## src/rtl/pkt_fifo_pkg.sv

```systemverilog
// Shared types and helpers for the packet-aware FIFO.
package pkt_fifo_pkg;

  localparam int PKT_BW = 8;

  function automatic int flen(input int lg);
    return 1 << lg;
  endfunction

  // Default-width storage word; the top builds the same shape sized by BW.
  typedef struct packed {
    logic              last;
    logic [PKT_BW-1:0] data;
  } pkt_word_t;

  typedef enum logic {
    ST_PASS    = 1'b0,
    ST_DISCARD = 1'b1
  } dsc_state_t;

  // Distance a-b for pointers carrying one wrap bit above the index.
  function automatic int ptr_diff(input int a, input int b, input int lg);
    return (a - b) & ((1 << (lg + 1)) - 1);
  endfunction

endpackage

```

## src/rtl/pkt_fifo_mem.sv

```systemverilog
// Simple dual-port RAM: synchronous write, asynchronous read.
module pkt_fifo_mem #(
  parameter int W  = 9,
  parameter int AW = 4
) (
  input  logic          i_clk,
  input  logic          i_we,
  input  logic [AW-1:0] i_waddr,
  input  logic [W-1:0]  i_wdata,
  input  logic [AW-1:0] i_raddr,
  output logic [W-1:0]  o_rdata
);

  logic [W-1:0] mem [2**AW];

  always_ff @(posedge i_clk)
    if (i_we) mem[i_waddr] <= i_wdata;

  assign o_rdata = mem[i_raddr];

endmodule

```

## src/rtl/pkt_fifo.sv

```systemverilog
// Packet FIFO: words are visible to the reader only once their packet's last word lands.
module pkt_fifo
  import pkt_fifo_pkg::*;
#(
  parameter int BW               = 8,
  parameter int LGFLEN           = 4,
  parameter int AFULL_TH         = 12,
  parameter bit OPT_DROP_ON_FULL = 1'b1
) (
  input  logic              i_clk,
  input  logic              i_reset,
  input  logic              i_wr,
  input  logic [BW-1:0]     i_data,
  input  logic              i_last,
  input  logic              i_drop,
  output logic              o_full,
  output logic              o_afull,
  output logic [LGFLEN:0]   o_fill,
  input  logic              i_rd,
  output logic [BW-1:0]     o_data,
  output logic              o_last,
  output logic              o_empty,
  output logic [LGFLEN:0]   o_pkts,
  output logic              o_overflow,
  input  logic              i_clr_ovf
);

  localparam int FLEN = flen(LGFLEN);
  localparam int PW   = LGFLEN + 1;

  typedef struct packed {
    logic          last;
    logic [BW-1:0] data;
  } word_t;

  logic [PW-1:0] wr_ptr, cm_ptr, rd_ptr;
  logic [PW-1:0] wr_nxt, cm_nxt, rd_nxt;
  dsc_state_t    state, state_nxt;
  logic          w_wr, w_rd, ovf_drop, commit, pop;
  word_t         wdata, rdata;

  assign o_full   = (ptr_diff(32'(wr_ptr), 32'(rd_ptr), LGFLEN) == FLEN);
  assign o_afull  = (32'(o_fill) >= AFULL_TH);

  assign w_wr     = i_wr & ~o_full & ~i_drop & (state == ST_PASS);
  assign w_rd     = i_rd & ~o_empty;
  assign ovf_drop = OPT_DROP_ON_FULL & i_wr & o_full & ~i_drop & (state == ST_PASS);
  assign commit   = w_wr & i_last;
  assign pop      = w_rd & o_last;

  assign wdata    = '{last: i_last, data: i_data};
  assign o_data   = rdata.data;
  assign o_last   = rdata.last;

  pkt_fifo_mem #(.W($bits(word_t)), .AW(LGFLEN)) u_mem (
    .i_clk  (i_clk),
    .i_we   (w_wr),
    .i_waddr(wr_ptr[LGFLEN-1:0]),
    .i_wdata(wdata),
    .i_raddr(rd_ptr[LGFLEN-1:0]),
    .o_rdata(rdata)
  );

  always_comb begin
    wr_nxt    = wr_ptr;
    cm_nxt    = cm_ptr;
    rd_nxt    = rd_ptr;
    state_nxt = state;
    // Abort and overflow both rewind the writer to the last commit point.
    if (i_drop || ovf_drop) wr_nxt = cm_ptr;
    else if (w_wr)          wr_nxt = wr_ptr + PW'(1);
    if (commit) cm_nxt = wr_ptr + PW'(1);
    if (w_rd)   rd_nxt = rd_ptr + PW'(1);
    case (state)
      ST_PASS:    if (ovf_drop) state_nxt = ST_DISCARD;
      ST_DISCARD: if (i_drop || (i_wr && i_last)) state_nxt = ST_PASS;
      default:    state_nxt = ST_PASS;
    endcase
  end

  always_ff @(posedge i_clk or posedge i_reset) begin
    if (i_reset) begin
      wr_ptr     <= '0;
      cm_ptr     <= '0;
      rd_ptr     <= '0;
      o_fill     <= '0;
      o_pkts     <= '0;
      o_empty    <= 1'b1;
      o_overflow <= 1'b0;
      state      <= ST_PASS;
    end else begin
      wr_ptr  <= wr_nxt;
      cm_ptr  <= cm_nxt;
      rd_ptr  <= rd_nxt;
      state   <= state_nxt;
      o_fill  <= PW'(ptr_diff(32'(wr_nxt), 32'(rd_nxt), LGFLEN));
      o_empty <= (rd_nxt == cm_nxt);
      case ({commit, pop})
        2'b10:   o_pkts <= o_pkts + PW'(1);
        2'b01:   o_pkts <= o_pkts - PW'(1);
        default: o_pkts <= o_pkts;
      endcase
      if (ovf_drop)       o_overflow <= 1'b1;
      else if (i_clr_ovf) o_overflow <= 1'b0;
    end
  end

endmodule

```

## config.mk

```make
export PLATFORM = sky130hd
export DESIGN_NAME = pkt_fifo
export DESIGN_NICKNAME = d
export VERILOG_FILES = /design/src/rtl/pkt_fifo_pkg.sv /design/src/rtl/pkt_fifo_mem.sv /design/src/rtl/pkt_fifo.sv
export SDC_FILE = /design/constraint.sdc
export NUM_CORES = 1
export LEC_CHECK = 0
export CAP_MARGIN = 20
export CORE_ASPECT_RATIO = 1.1
export CORE_MARGIN = 3
export CORE_UTILIZATION = 60
export DETAILED_ROUTE_END_ITERATION = 16
export PLACE_DENSITY = 0.88
export SYNTH_ARGS = -nofsm -noshare
export SYNTH_HDL_FRONTEND = slang
export SYNTH_SLANG_ARGS = --single-unit
```

## constraint.sdc

```tcl
create_clock -name i_clk -period 4.87 [get_ports i_clk]
set_input_delay 0.974 -clock i_clk [delete_from_list [all_inputs] [get_ports i_clk]]
set_output_delay 0.974 -clock i_clk [all_outputs]
set_load 0.03 [all_outputs]
```

=== Word-level counts from Yosys, hierarchy flattened ===
Memory sizes are Yosys's and may differ from the RTL's.
Index checks and enable logic that the tools add are counted.

* Word-level logic and storage cells: 50
* Memory bits (writable): 144
* Memories kept: 1
* Input port bits: 15
* Register bits after elaboration: 28
* Output and inout bits: 23

{| class="wikitable"
|+ Memories
! memory !! words !! bits a word !! read ports !! clocked after memory_dff !! write ports !! line !! source
|-
| u_mem.mem || 16 || 9 || 1 || 0 || 1 || pkt_fifo_mem.sv:14 || <nowiki>logic [W-1:0] mem [2**AW];</nowiki>
|}

* Bitwise logic cells: 13
* $lt $le $gt $ge: 1
* Equality and inequality tests: 4
* Muxes and demuxes: 12
* Add/sub/neg operators: 6
* Reductions and logical operators: 5

{| class="wikitable"
|+ Operator list
! operator !! number
|-
| $mux 5 || 4
|-
| $add 5x1->5 const B || 3
|-
| $pmux 5 s2 || 1
|-
| $sub 5x5->5 || 2
|-
| $and 1x1->1 || 9
|-
| $mux 1 || 6
|-
| $eq 5x5->1 || 1
|-
| $eq 5x5->1 const B || 1
|-
| $ge 5x4->1 const B || 1
|-
| $sub 5x1->5 const B || 1
|-
| $not 1->1 || 4
|-
| $reduce_bool 2->1 || 2
|-
| $eq 2x1->1 const B || 1
|-
| $eq 2x2->1 const B || 1
|-
| $logic_or 1x1->1 || 2
|-
| $pmux 1 s2 || 1
|-
| $logic_and 1x1->1 || 1
|}

=== Longest topological paths before layout ===
Gate-level depths: netlist (run 1).

* Depth in word-level cells: 9
* Depth in mapped cells: 17
* Mapped depth without buffers: 16

=== Modules after synthesis ===
From an unflattened synthesis (run 1), not the netlist that was laid out.

* Cells, all modules: 440
* Area, all modules: 7497.2 um^2

{| class="wikitable"
|+ By module, submodules not included
! module !! seq. area each (um^2) !! times used !! cells each !! area each (um^2)
|-
| pkt_fifo_mem || 4324.1 || 1 || 245 || 5600.4
|-
| pkt_fifo || 701.9 || 1 || 195 || 1896.8
|}

=== Worst setup path before layout (run 1) ===
Ideal clock, no wire load.

* Path type: register -> register
* From: register rd_ptr[3]
* To: register o_fill[4]
* Stages on the path, launching flop included: 18
* Required time: 4790 ps
* Data arrival time: 3373 ps
* Path buffers: 1
* Period minus slack after synthesis: 3453 ps
* Path slack: 1417 ps
* Setup time: 80 ps
* Path through: dfrtp_1 -> clkbuf_1 -> inv_1 -> ha_1 -> nor2b_1 -> nor3_1 -> o211ai_4 -> nand2_1 -> nor2_1 -> a21oi_1 -> o21a_1 -> ha_1 -> inv_1 -> fa_1 -> a21o_1 -> a21oi_1 -> xor2_1 -> xnor2_1

* Cells in the longest elaborated chain, start to end: 9
* Elaborated cells between the ends (all ways): 15
* Classes of those cells: add/sub (3); eq/ne (1); mux (3); bitwise (7); reduce/logical (1)

{| class="wikitable"
|+ Ends and longest elaborated chain
! item !! line !! source
|-
| start: declaration || pkt_fifo.sv:36 || <nowiki>logic [PW-1:0] wr_ptr, cm_ptr, rd_ptr;</nowiki>
|-
| start signal: assignment || pkt_fifo.sv:94 || <nowiki>rd_ptr <= rd_nxt;</nowiki>
|-
| $sub 5x5->5 || pkt_fifo_pkg.sv:23 || <nowiki>return (a - b) & ((1 << (lg + 1)) - 1);</nowiki>
|-
| $eq 5x5->1 || pkt_fifo.sv:42 || <nowiki>assign o_full = (ptr_diff(32'(wr_ptr), 32'(rd_ptr), LGFLEN) == FLEN);</nowiki>
|-
| $not 1->1 || pkt_fifo.sv:45 || <nowiki>assign w_wr = i_wr & ~o_full & ~i_drop & (state == ST_PASS);</nowiki>
|-
| $and 1x1->1 (3 in a row) || pkt_fifo.sv:45 ||
|-
| $mux 5 || pkt_fifo.sv:71 || <nowiki>else if (w_wr) wr_nxt = wr_ptr + PW'(1);</nowiki>
|-
| $mux 5 || pkt_fifo.sv:70 || <nowiki>if (i_drop || ovf_drop) wr_nxt = cm_ptr;</nowiki>
|-
| $sub 5x5->5 * || pkt_fifo_pkg.sv:23 ||
|-
| end signal: assignment || pkt_fifo.sv:96 || <nowiki>o_fill <= PW'(ptr_diff(32'(wr_nxt), 32'(rd_nxt), LGFLEN));</nowiki>
|-
| end: declaration || pkt_fifo.sv:18 || <nowiki>output logic [LGFLEN:0] o_fill,</nowiki>
|}

Every way passes the cells marked *; elsewhere a longest branch is shown, timed or not.
A chain may end at the register's enable or synchronous reset.

=== Worst setup path in the final report (run 1) ===
* From: register rd_ptr[0]
* To: output o_data[6]

* Cells in the longest elaborated chain, start to end: 1

{| class="wikitable"
|+ Ends and longest elaborated chain
! item !! line !! source
|-
| $mem_v2 16x9 || -- ||
|-
| end: declaration || pkt_fifo.sv:20 || <nowiki>output logic [BW-1:0] o_data,</nowiki>
|}

Every way passes these cells.

==> results of run 1 <==
[critical path, stage by stage (launching register included)]
cell	delay (ps)
dfrtp_2	720
buf_4	430
mux4_2	560
mux4_2	500
clkdlybuf4s50_1	620
[cells in the final DEF, fill, tap and decap left out, types with 5 or more instances in the layout]
master	instances
edfxtp_1	144
nor2_1	17
a21o_1	5
clkdlybuf4s50_1	37
mux4_2	44
nand2_1	18
ha_1	17
xor2_1	6
and2_1	12
o21ai_0	9
xnor2_1	15
nor4_2	5
dfrtp_1	26
inv_1	17
a21oi_1	9
clkbuf_16	17
buf_4	10
[per-stage QoR]
step / worst slack, ps / util / hold WS [ps] / area, um^2 / std cells
floorplan: 1420 / - / 483 / 7420 / 416
global placement: 1070 / 0.678 / 467 / 7990 / 596
detailed placement: 811 / 0.678 / 480 / 7990 / 596
finish: 648 / 0.729 / 500 / 8610 / 630
global route: 457 / 0.729 / 518 / 8610 / 630
CTS: 579 / 0.726 / 498 / 8570 / 628
[sequential cells by signal (all words and copies together), names as in the netlist]
signal	count
cm_ptr	5
o_empty	1
o_fill	5
o_overflow	1
o_pkts	5
rd_ptr	5
state	1
u_mem.mem	144
wr_ptr	5
[metal layers]
| layer | vias to the layer above | GRT usage |
|---|---|---|
| met3 | 50 | 0.0666 |
| met1 | 2037 | 0.303 |
| li1 | 1726 | - |
| met2 | 214 | 0.422 |
| met5 | - | 0 |
| met4 | 0 | 0.101 |
[power groups by stage]
| stage | Clock [mW] | Sequential, mW | Combinational, mW |
|---|---|---|---|
| after floorplan | 0 | 1.99 | 1.69 |
| after global placement | 0 | 2.00 | 2.26 |
| after detailed placement | 0 | 2.01 | 2.36 |
| after CTS | 1.32 | 1.99 | 2.39 |
| after global routing | 1.39 | 2.01 | 2.57 |
| final | 1.31 | 1.99 | 2.38 |
[cell type report]
cell class,instances,area [um^2]
timing repair buffer,49,484
multi-input combinational,207,2260
inverter,20,75.1
sequential,172,5030
clock buffer,18,429
clock inverter,14,144
fill,684,3190
tap,150,188
[path summary, 6_finish.rpt]
path / end / cells after the start / start
min: o_pkts[4] / 1 / o_pkts[4]
max: o_data[6] / 4 / rd_ptr[0]
min in group asynchronous: o_pkts[3] / 2 / i_reset
max in group asynchronous: o_empty / 3 / i_reset
min reg2reg: o_pkts[4] / 1 / o_pkts[4]
max reg2reg: o_fill[4] / 16 / rd_ptr[3]
[cell families after synthesis]
group,synth area share
flip-flops,0.678
XOR/XNOR,0.0248
multiplexers,0.147
buffers and inverters,0.0214
AND/OR/NAND/NOR,0.0550
adder cells (fa/ha/maj),0.0341
AO/OA/AOI/OAI,0.0406
==> impl_metrics.env, run 1 <==
export IMPL_nets=501
export IMPL_pwr_share_seq=0.351
export IMPL_postSynth_asyncResetShare=0.163
export IMPL_antenna_found_initial=0
export IMPL_cts_buffers=17
export IMPL_vias_per_cell=6.39
export IMPL_syn_area_mm2=0.00742
export IMPL_hp_class="reg -> reg"
export IMPL_hpwl_mm=9.80
export IMPL_track_usage=0.247
export IMPL_drcViolationCount=0
export IMPL_clockPowerShare=0.230
export IMPL_clock_path_buffers=2
export IMPL_cp_end_kind="output port"
export IMPL_synth_common_cells="144 x edfxtp_1, 44 x mux4_2, 27 x dfrtp_1, 18 x nand2_1"
export IMPL_clock_fmax_ghz=0.237
export IMPL_timing_slew_headroom=0.261
export IMPL_p_comb_frac=0.419
export IMPL_skew_ps=11.3
export IMPL_synth_top_area_frac=0.583
export IMPL_antenna_cells=0
export IMPL_highest_layer="met4"
export IMPL_arrival_ps=3250
export IMPL_route_met2_wl_mm=8.16
export IMPL_avgSynthCellArea_um2=17.8
export IMPL_io_buffers=37
export IMPL_synth_seq_area_share=0.678
export IMPL_grt_pass1_vias=4295
export IMPL_cts_setup_buffers=0
export IMPL_coreArea_mm2=0.0118
export IMPL_path_clk_slew_ps=60
export IMPL_yosysTopAreaCell="edfxtp_1"
export IMPL_met1_length_mm=5.57
export IMPL_netSwitchingFraction=0.356
export IMPL_ys_ff_latch=172
export IMPL_irDropWorstVdd_mv=0.489
export IMPL_grt_pass1_wl_mm=24.4
export IMPL_worstMarginPinSlew_ps=1100
export IMPL_cts_tree="done"
export IMPL_crit_path_start_kind="flip-flop"
export IMPL_area_growth_syn_to_layout_pct=16.0
export IMPL_rsz0062_at_grt="no"
export IMPL_synth_edff_count=144
export IMPL_worst_ep_required_time_ps=3900
export IMPL_ctsResizeCount=0
export IMPL_ant_nets=0
export IMPL_grt_overflow_total=0
export IMPL_ys_warn_count=0
export IMPL_p_int_mw=3.65
export IMPL_leakagePower_nw=2.98
export IMPL_drt_initial_drc_count=401
export IMPL_synth_net_count=450
export IMPL_synth_distinct_cells=50
export IMPL_start_util=0.629
export IMPL_maxCapViolCount=0
export IMPL_post_drt_wl_per_cell_um=24.7
export IMPL_wirelength_mm=15.6
export IMPL_first_pass_iters=5
export IMPL_vias=4027
export IMPL_crit_fanout=17
export IMPL_ys_flop_type="edfxtp_1"
export IMPL_cts_sinks=172
export IMPL_fin_total_pwr_mw=5.67
export IMPL_die_w_um=112
export IMPL_fin_crit_sh=0.867
export IMPL_hold_buffers=0
export IMPL_cts_max_level=4
export IMPL_status="complete, no violations"
export IMPL_pin_count=38
export IMPL_dieArea_mm2=0.0137
export IMPL_die_height_um=123
export IMPL_setup_viol=0
export IMPL_tns_ps=0
export IMPL_synthCells=416
export IMPL_finalCriticalPeriod_ps=4220
export IMPL_wl_met3_mm=1.25
export IMPL_rows=41
export IMPL_p_sw_mw=2.02
export IMPL_crit_type="reg -> out"
export IMPL_insertion_delay_ps=420
export IMPL_power_density_mw_per_mm2=659
export IMPL_hold_viol_final=0
export IMPL_yosysMostFrequentCell="edfxtp_1"
export IMPL_grt_max_degree=29
export IMPL_r2r_slack_ps=760
export IMPL_cts_root_buf="clkbuf_16"
export IMPL_gp_congestion=0.826
export IMPL_drive_above_1_share=0.229
export IMPL_final_max_slew_viol_count=0
export IMPL_synth_area_leaders="edfxtp_1 58%, mux4_2 13%, dfrtp_1 9.1%"
Note: power is estimated with default switching activity, not from simulation.
==> inputs of run 2 (changes only) <==
SETUP_SLACK_MARGIN = 0.5   (was unset)
==> run 2 against run 1 <==
Against the previous run: wire length up 0.24%; highest routed layer unchanged; cell count is the same; largest cell class unchanged; clock-buffer cell count stayed put; power is essentially flat; cell area is essentially flat; combinational power is essentially flat.
==> impl_metrics.env, run 2 (synthesis results as in run 1) <==
export IMPL_status="complete, no violations"
export IMPL_final_common_cell="edfxtp_1"
export IMPL_track_usage=0.247
export IMPL_crit_fanout=11
export IMPL_cts_setup_buffers=0
export IMPL_skew_ps=10.9
export IMPL_worst_ep_required_time_ps=3900
export IMPL_final_max_slew_viol_count=0
export IMPL_antenna_cells=0
export IMPL_finalCriticalPeriod_ps=4210
export IMPL_maxCapViolCount=0
export IMPL_drcViolationCount=0
export IMPL_power_density_mw_per_mm2=659
export IMPL_die_height_um=123
export IMPL_ant_nets=0
export IMPL_dp_cells=596
export IMPL_grt_pass1_wl_mm=24.4
export IMPL_hold_viol_final=0
export IMPL_p_comb_frac=0.419
export IMPL_antenna_found_initial=0
export IMPL_cts_max_level=4
export IMPL_leakagePower_nw=2.98
export IMPL_pin_count=38
export IMPL_clock_fmax_ghz=0.237
export IMPL_irDropWorstVdd_mv=0.489
export IMPL_layout_common_cells="144 x edfxtp_1, 44 x mux4_2, 37 x clkdlybuf4s50_1"
export IMPL_arrival_ps=3240
export IMPL_io_buffers=37
export IMPL_cts_buffers=17
export IMPL_hpwl_mm=9.80
export IMPL_hp_class="reg -> reg"
export IMPL_pwr_share_seq=0.351
export IMPL_path_clk_slew_ps=60
export IMPL_post_drt_wl_per_cell_um=24.7
export IMPL_fin_crit_sh=0.865
export IMPL_insertion_delay_ps=420
export IMPL_fin_total_pwr_mw=5.68
export IMPL_nets=501
export IMPL_crit_path_start_kind="flip-flop"
export IMPL_grt_max_degree=29
export IMPL_largest_register="u_mem.mem"
export IMPL_worstMarginPinSlew_ps=1100
export IMPL_coreArea_mm2=0.0118
export IMPL_area_growth_syn_to_layout_pct=16.0
export IMPL_drt_initial_drc_count=401
export IMPL_cts_root_buf="clkbuf_16"
export IMPL_netSwitchingFraction=0.356
export IMPL_die_w_um=112
export IMPL_p_int_mw=3.66
export IMPL_tns_ps=0
export IMPL_first_pass_iters=5
export IMPL_start_util=0.629
export IMPL_dieArea_mm2=0.0137
export IMPL_rows=41
export IMPL_cp_end_kind="output port"
export IMPL_crit_type="reg -> out"
export IMPL_rsz0062_at_grt="no"
export IMPL_vias_per_cell=6.38
export IMPL_hold_buffers=0
export IMPL_fin_cells=630
export IMPL_vias=4019
export IMPL_clockPowerShare=0.230
export IMPL_setup_viol=0
export IMPL_clock_path_buffers=2
export IMPL_grt_overflow_total=0
export IMPL_p_sw_mw=2.02
export IMPL_wirelength_mm=15.6
export IMPL_timing_slew_headroom=0.263
export IMPL_largest_reg_flops=144
export IMPL_cts_sinks=172
export IMPL_gp_congestion=0.826
export IMPL_grt_pass1_vias=4295
export IMPL_cts_tree="done"
export IMPL_drive_above_1_share=0.229
run 2: cell types whose count changed in the layout (fill, tap and decap cells not counted):
cell     delta
dfrtp_2     -1
dfrtp_4     +1
run 2: power by group through the flow:
| stage | Combinational (mW) | Sequential (mW) | Clock (mW) |
|---|---|---|---|
| CTS | 2.39 | 1.99 | 1.32 |
| floorplan | 1.69 | 1.99 | 0 |
| finish | 2.38 | 1.99 | 1.31 |
| global route | 2.57 | 2.01 | 1.39 |
| global placement | 2.26 | 2.00 | 0 |
| detailed placement | 2.36 | 2.01 | 0 |
run 2: area by class of cell:
type / count / area (um^2)
flip-flops and latches: 172 / 5030
fillers: 683 / 3190
multi-input cells: 207 / 2260
repair buffers: 49 / 484
clock buffers: 18 / 429
well taps: 150 / 188
clock inverters: 14 / 144
inverters: 20 / 75.1
run 2: what timing repair did:
item                       4_1_cts  5_1_grt
gates resized for setup          0        1
hold endpoints to repair         0        0
setup endpoints to repair        0        5
run 2: final timing paths:
path,startpoint,endpoint,slack [ps],cells after the start
worst max-delay path,rd_ptr[3],o_full,660,7
worst max register to register,rd_ptr[3],o_fill[4],750,16
worst min register to register,o_pkts[4],o_pkts[4],500,1
min in group asynchronous,i_reset,o_pkts[3],900,2
worst min-delay path,o_pkts[4],o_pkts[4],500,1
max in group asynchronous,i_reset,o_empty,3420,3
run 2: stage by stage:
step           hold slack (ps)  cell area [um^2]  utilization  setup slack [ps]
2_1_floorplan              483              7420            -              1420
3_3_place_gp               467              7990        0.678              1070
3_5_place_dp               480              7990        0.678               811
4_1_cts                    498              8570        0.726               579
5_1_grt                    518              8610        0.730               532
6_report                   500              8610        0.730               658
run 2: critical path, cell delays in order, from the launching register on:
cell and delay, ps:
dfrtp_1 730, inv_1 200, ha_1 400, nor2b_1 180
nor3_1 300, o211ai_4 170, inv_2 150, clkdlybuf4s50_1 690
run 2: metal layers:
layer  wire length, um  global-route usage  part of all wire
met1              5530               0.303              0.35
met2              8230               0.422              0.53
met3              1290              0.0666             0.083
met4               537               0.101             0.034
met5                 0                   0                 0
==> inputs of run 3 (changes only) <==
CORE_UTILIZATION = 35   (was 60)
PLACE_DENSITY = 0.59   (was 0.88)
==> run 3 against run 2 <==
Against the previous run: global-route usage shrank 9.9 points; first-iteration DRC count shrank 45%; wire length grew 0.46%; critical path type unchanged; register-to-register slack gained 340 ps; utilization shrank 30 points; largest power group unchanged.
==> impl_metrics.env, run 3 (synthesis results as in run 1) <==
export IMPL_cts_sinks=172
export IMPL_placed_area_mm2=0.00819
export IMPL_final_max_slew_viol_count=0
export IMPL_pin_count=38
export IMPL_hpwl_mm=9.75
export IMPL_setup_viol=0
export IMPL_dieArea_mm2=0.0230
export IMPL_crit_path_start_kind="flip-flop"
export IMPL_crit_fanout=11
export IMPL_path_clk_slew_ps=70
export IMPL_hp_class="reg -> reg"
export IMPL_antenna_cells=0
export IMPL_cts_buffers=17
export IMPL_drive_above_1_share=0.233
export IMPL_start_util=0.358
export IMPL_slowest_delay_ps=690
export IMPL_vias=3883
export IMPL_path_buf_inv=3
export IMPL_fin_crit_sh=0.816
export IMPL_timing_slew_headroom=0.482
export IMPL_track_usage=0.148
export IMPL_cts_tree="done"
export IMPL_status="complete, no violations"
export IMPL_fin_cells=765
export IMPL_hold_viol_final=0
export IMPL_antenna_found_initial=0
export IMPL_clock_fmax_ghz=0.252
export IMPL_drt_initial_drc_count=220
export IMPL_ctsResizeCount=0
export IMPL_leakagePower_nw=3.01
export IMPL_cts_setup_buffers=0
export IMPL_final_common_cell="edfxtp_1"
export IMPL_largest_register="u_mem.mem"
export IMPL_whs_ps=479
export IMPL_ant_nets=0
export IMPL_tns_ps=0
export IMPL_grt_max_degree=40
export IMPL_first_pass_iters=4
export IMPL_largest_reg_flops=144
export IMPL_grt_pass1_vias=4167
export IMPL_power_density_mw_per_mm2=655
export IMPL_irDropWorstVdd_mv=0.338
export IMPL_crit_type="reg -> out"
export IMPL_layout_common_cells="144 x edfxtp_1, 44 x mux4_2, 37 x clkdlybuf4s50_1"
export IMPL_insertion_delay_ps=430
export IMPL_finalCriticalPeriod_ps=3970
export IMPL_grt_pass1_wl_mm=24.5
export IMPL_die_height_um=159
export IMPL_worst_ep_required_time_ps=3900
export IMPL_gp_congestion=0.779
export IMPL_io_buffers=37
export IMPL_rows=55
export IMPL_worstMarginPinSlew_ps=777
export IMPL_regArea_mm2=0.00503
export IMPL_area_growth_syn_to_layout_pct=19.0
export IMPL_cts_root_buf="clkbuf_16"
export IMPL_cp_end_kind="output port"
export IMPL_arrival_ps=3000
export IMPL_die_w_um=145
export IMPL_fin_total_pwr_mw=5.78
export IMPL_cts_max_level=4
export IMPL_wirelength_mm=15.7
export IMPL_vias_per_cell=5.08
export IMPL_rsz0062_at_grt="no"
export IMPL_n_fill_cell=1850
export IMPL_skew_ps=9.67
export IMPL_multi_input_area_mm2=0.00226
export IMPL_coreArea_mm2=0.0207
export IMPL_cp_top_family="buffers and inverters"
export IMPL_maxCapViolCount=0
export IMPL_hold_buffers=0
export IMPL_drcViolationCount=0
export IMPL_grt_overflow_total=0
export IMPL_critPathSlowestCell="clkdlybuf4s50_1"
export IMPL_dp_cells=733
export IMPL_crit_chain="inv_1, ha_1, nor2b_1, nor3_1, o211ai_4, inv_2, clkdlybuf4s50_1"
export IMPL_postLayoutCellArea_mm2=0.00883
export IMPL_post_drt_wl_per_cell_um=20.5
export IMPL_nets=501
export IMPL_clock_path_buffers=2
[run 3: cell types whose count changed in the layout (fill, tap and decap cells not counted), sizes merged]
cell,previous run,this run
clkinvlp,4,2
clkbuf,18,17
clkinv,5,3
inv,23,26
bufinv,2,4
[run 3: area by class of cell]
class,instances,share of cell area
well taps,285,0.0404
inverters,20,0.00850
clock inverters,15,0.0238
multi-input cells,207,0.256
repair buffers,49,0.0536
flip-flops and latches,172,0.570
clock buffers,17,0.0482
[run 3: power breakdown]
group	total [mW]	internal, mW	switching (mW)
Combinational	2.40	1.10	1.29
Sequential	1.95	1.79	0.161
Clock	1.44	0.869	0.568
Total	5.78	3.76	2.02
[run 3: final timing paths]
check / start / end / slack, ps / cells after the start
max: rd_ptr[3] / o_full / 900 / 7
max in group asynchronous: i_reset / o_empty / 3640 / 3
max reg2reg: rd_ptr[3] / o_fill[4] / 1090 / 16
min in group asynchronous: i_reset / cm_ptr[2] / 920 / 3
min reg2reg: o_pkts[4] / o_pkts[4] / 480 / 1
min: o_pkts[4] / o_pkts[4] / 480 / 1
[run 3: routing by layer]
metal	part of all wire	track usage	up-vias
met1	0.44	0.192	2062
met2	0.51	0.248	85
li1	-	-	1727
met4	0.0063	0.0404	0
met5	0	0	-
met3	0.040	0.0363	9
[run 3: stage by stage]
| stage | setup slack, ps | utilization |
|---|---|---|
| after floorplan | 1420 | - |
| after global placement | 999 | 0.395 |
| after detailed placement | 906 | 0.395 |
| after CTS | 655 | 0.426 |
| after global routing | 713 | 0.426 |
| final | 896 | 0.426 |
==> edit (flow settings as in run 2) <==
Put one more register stage on the output `o_overflow`, without a reset. The value now appears one clock later. The other outputs are not delayed to match.
--- a/src/rtl/pkt_fifo.sv
+++ b/src/rtl/pkt_fifo.sv
@@ -34,2 +34,4 @@
   } word_t;
+
+  logic o_overflow_s0;
 
@@ -88,3 +90,3 @@
       o_empty    <= 1'b1;
-      o_overflow <= 1'b0;
+      o_overflow_s0 <= 1'b0;
       state      <= ST_PASS;
@@ -102,5 +104,9 @@
       endcase
-      if (ovf_drop)       o_overflow <= 1'b1;
-      else if (i_clr_ovf) o_overflow <= 1'b0;
+      if (ovf_drop)       o_overflow_s0 <= 1'b1;
+      else if (i_clr_ovf) o_overflow_s0 <= 1'b0;
     end
+  end
+
+  always_ff @(posedge i_clk) begin
+    o_overflow <= o_overflow_s0;
   end
Function: same outputs for any inputs over 4 cycles, from zero or initial values and one cycle with i_reset high; that may be too few to reach the edited logic, so the function may still have changed.
==> edit against run 2 <==
- power about the same
- worst setup slack gained 0.068 ns
- count of clock-buffer cells in the layout stayed put
- sequential cell count grew 1
- synthesized area grew 0.27%
- hold slack got worse by 0.12 ns
- routed wire length rose by 0.87%
- die area increased by 0.25%
- final area up 0.28%
- critical path type unchanged
- highest routed layer unchanged
==> edit: results (changes against run 2) <==
postPlaceCellArea_um2: 8020  # +0.28%
hold_path_class: "flip-flop to flip-flop"
leakagePower_nw: 2.99  # +0.39%
fill_cells: 713  # +4.4%
clock_area_share_pct: 6.55  # -0.11 points
yosysUniqueCellTypes: 51  # +2.0%
drt_wl_total_um: 15700  # +0.87%
status: "complete, no violations"
synthAdderAreaFrac_pct: 3.40  # -0.0092 points
buffer_area_share_pct: 5.71  # +0.086 points
min_from: "o_overflow_s0"
drt_iter0_markers: 476  # +19%
whs_ns: 0.376  # -0.124 ns
grt_pass1_vias: 4236  # -1.4%
synthTopCellsByArea: "edfxtp_1 (58%), mux4_2 (13%), dfrtp_1 (9.1%)"
grt_pass1_wl_um: 24500  # +0.43%
final-seq-area_um2: 5050  # +0.35%
post-place-ws_ns: 0.901  # +0.0907 ns
power.density_nw_per_um2: 657  # -0.33%
syn_nets: 451  # +0.22%
synth_xor_area_share_pct: 2.47  # -0.0067 points
firstDrtPassIters: 5  # unchanged
avgSynthCellArea_um2: 17.8  # about the same
wl_met1_um: 6080  # +9.9%
hold_end: "o_overflow"
nNonClkBuffers: 48  # -2.0%
fin_crit_ns: 4.14  # -0.0681 ns
synth_compound_area_share_pct: 4.05  # -0.011 points
tightest_slew_ns: 1.19  # +0.0898 ns
switching_share_pct: 36.1  # +0.49 points
place_hpwl_um: 9530  # -2.8%
synth_seq_cells: 173  # +0.58%
regToRegSetupSlack_ns: 0.84  # +0.09 ns
cp.arrival_ns: 3.17  # -0.07 ns
wl_per_cell_um: 24.8  # +0.23%
globalplace.congestion: 0.821  # -0.58%
dp.cells: 599  # +0.50%
whs_path_depth: 0  # -1
met2_usage_pct: 40.5  # -1.7 points
synthArstFlopShare_pct: 16.2  # -0.094 points
area_growth_pct: 16.0  # about the same
seq_area_frac_synth_pct: 67.8  # +0.087 points
met2WireLength_um: 8160  # -0.90%
grt_max_degree: 38  # +31%
ir_worst_vdd_mv: 0.512  # +4.8%
synthMuxAreaShare_pct: 14.6  # -0.039 points
viasPerCell: 6.36  # -0.36%
grt.total_usage_pct: 24.5  # -0.19 points
finalClockSkew_ns: 0.0105  # -0.000468 ns
met1_usage_pct: 32.0  # +1.7 points
-- edit: critical path, delay by kind of cell (launching register included) --
| family | cells | cell delay, ns |
|---|---|---|
| DFF | 1 | 0.74 |
| buffers and inverters | 3 | 1.04 |
| and+or+nand+nor | 2 | 0.42 |
| adders and majority gates | 1 | 0.38 |
| AOI/OAI and AO/OA | 1 | 0.17 |
-- edit: power by group through the flow --
stage	clock, mW	sequential [mW]	combinational (mW)
5_1_grt	1.37	2.00	2.57
2_1_floorplan	0	2.00	1.69
4_1_cts	1.31	1.98	2.41
6_report	1.30	1.98	2.39
3_3_place_gp	0	1.99	2.28
3_5_place_dp	0	2.01	2.37
-- edit: logic make-up after synthesis --
| logic type | after synthesis |
|---|---|
| multiplexers | 52 |
| flip-flops | 173 |
| AND/OR/NAND/NOR | 75 |
| adder cells (fa/ha/maj) | 19 |
| XOR/XNOR | 21 |
| AO/OA/AOI/OAI | 40 |
| buffers and inverters | 37 |
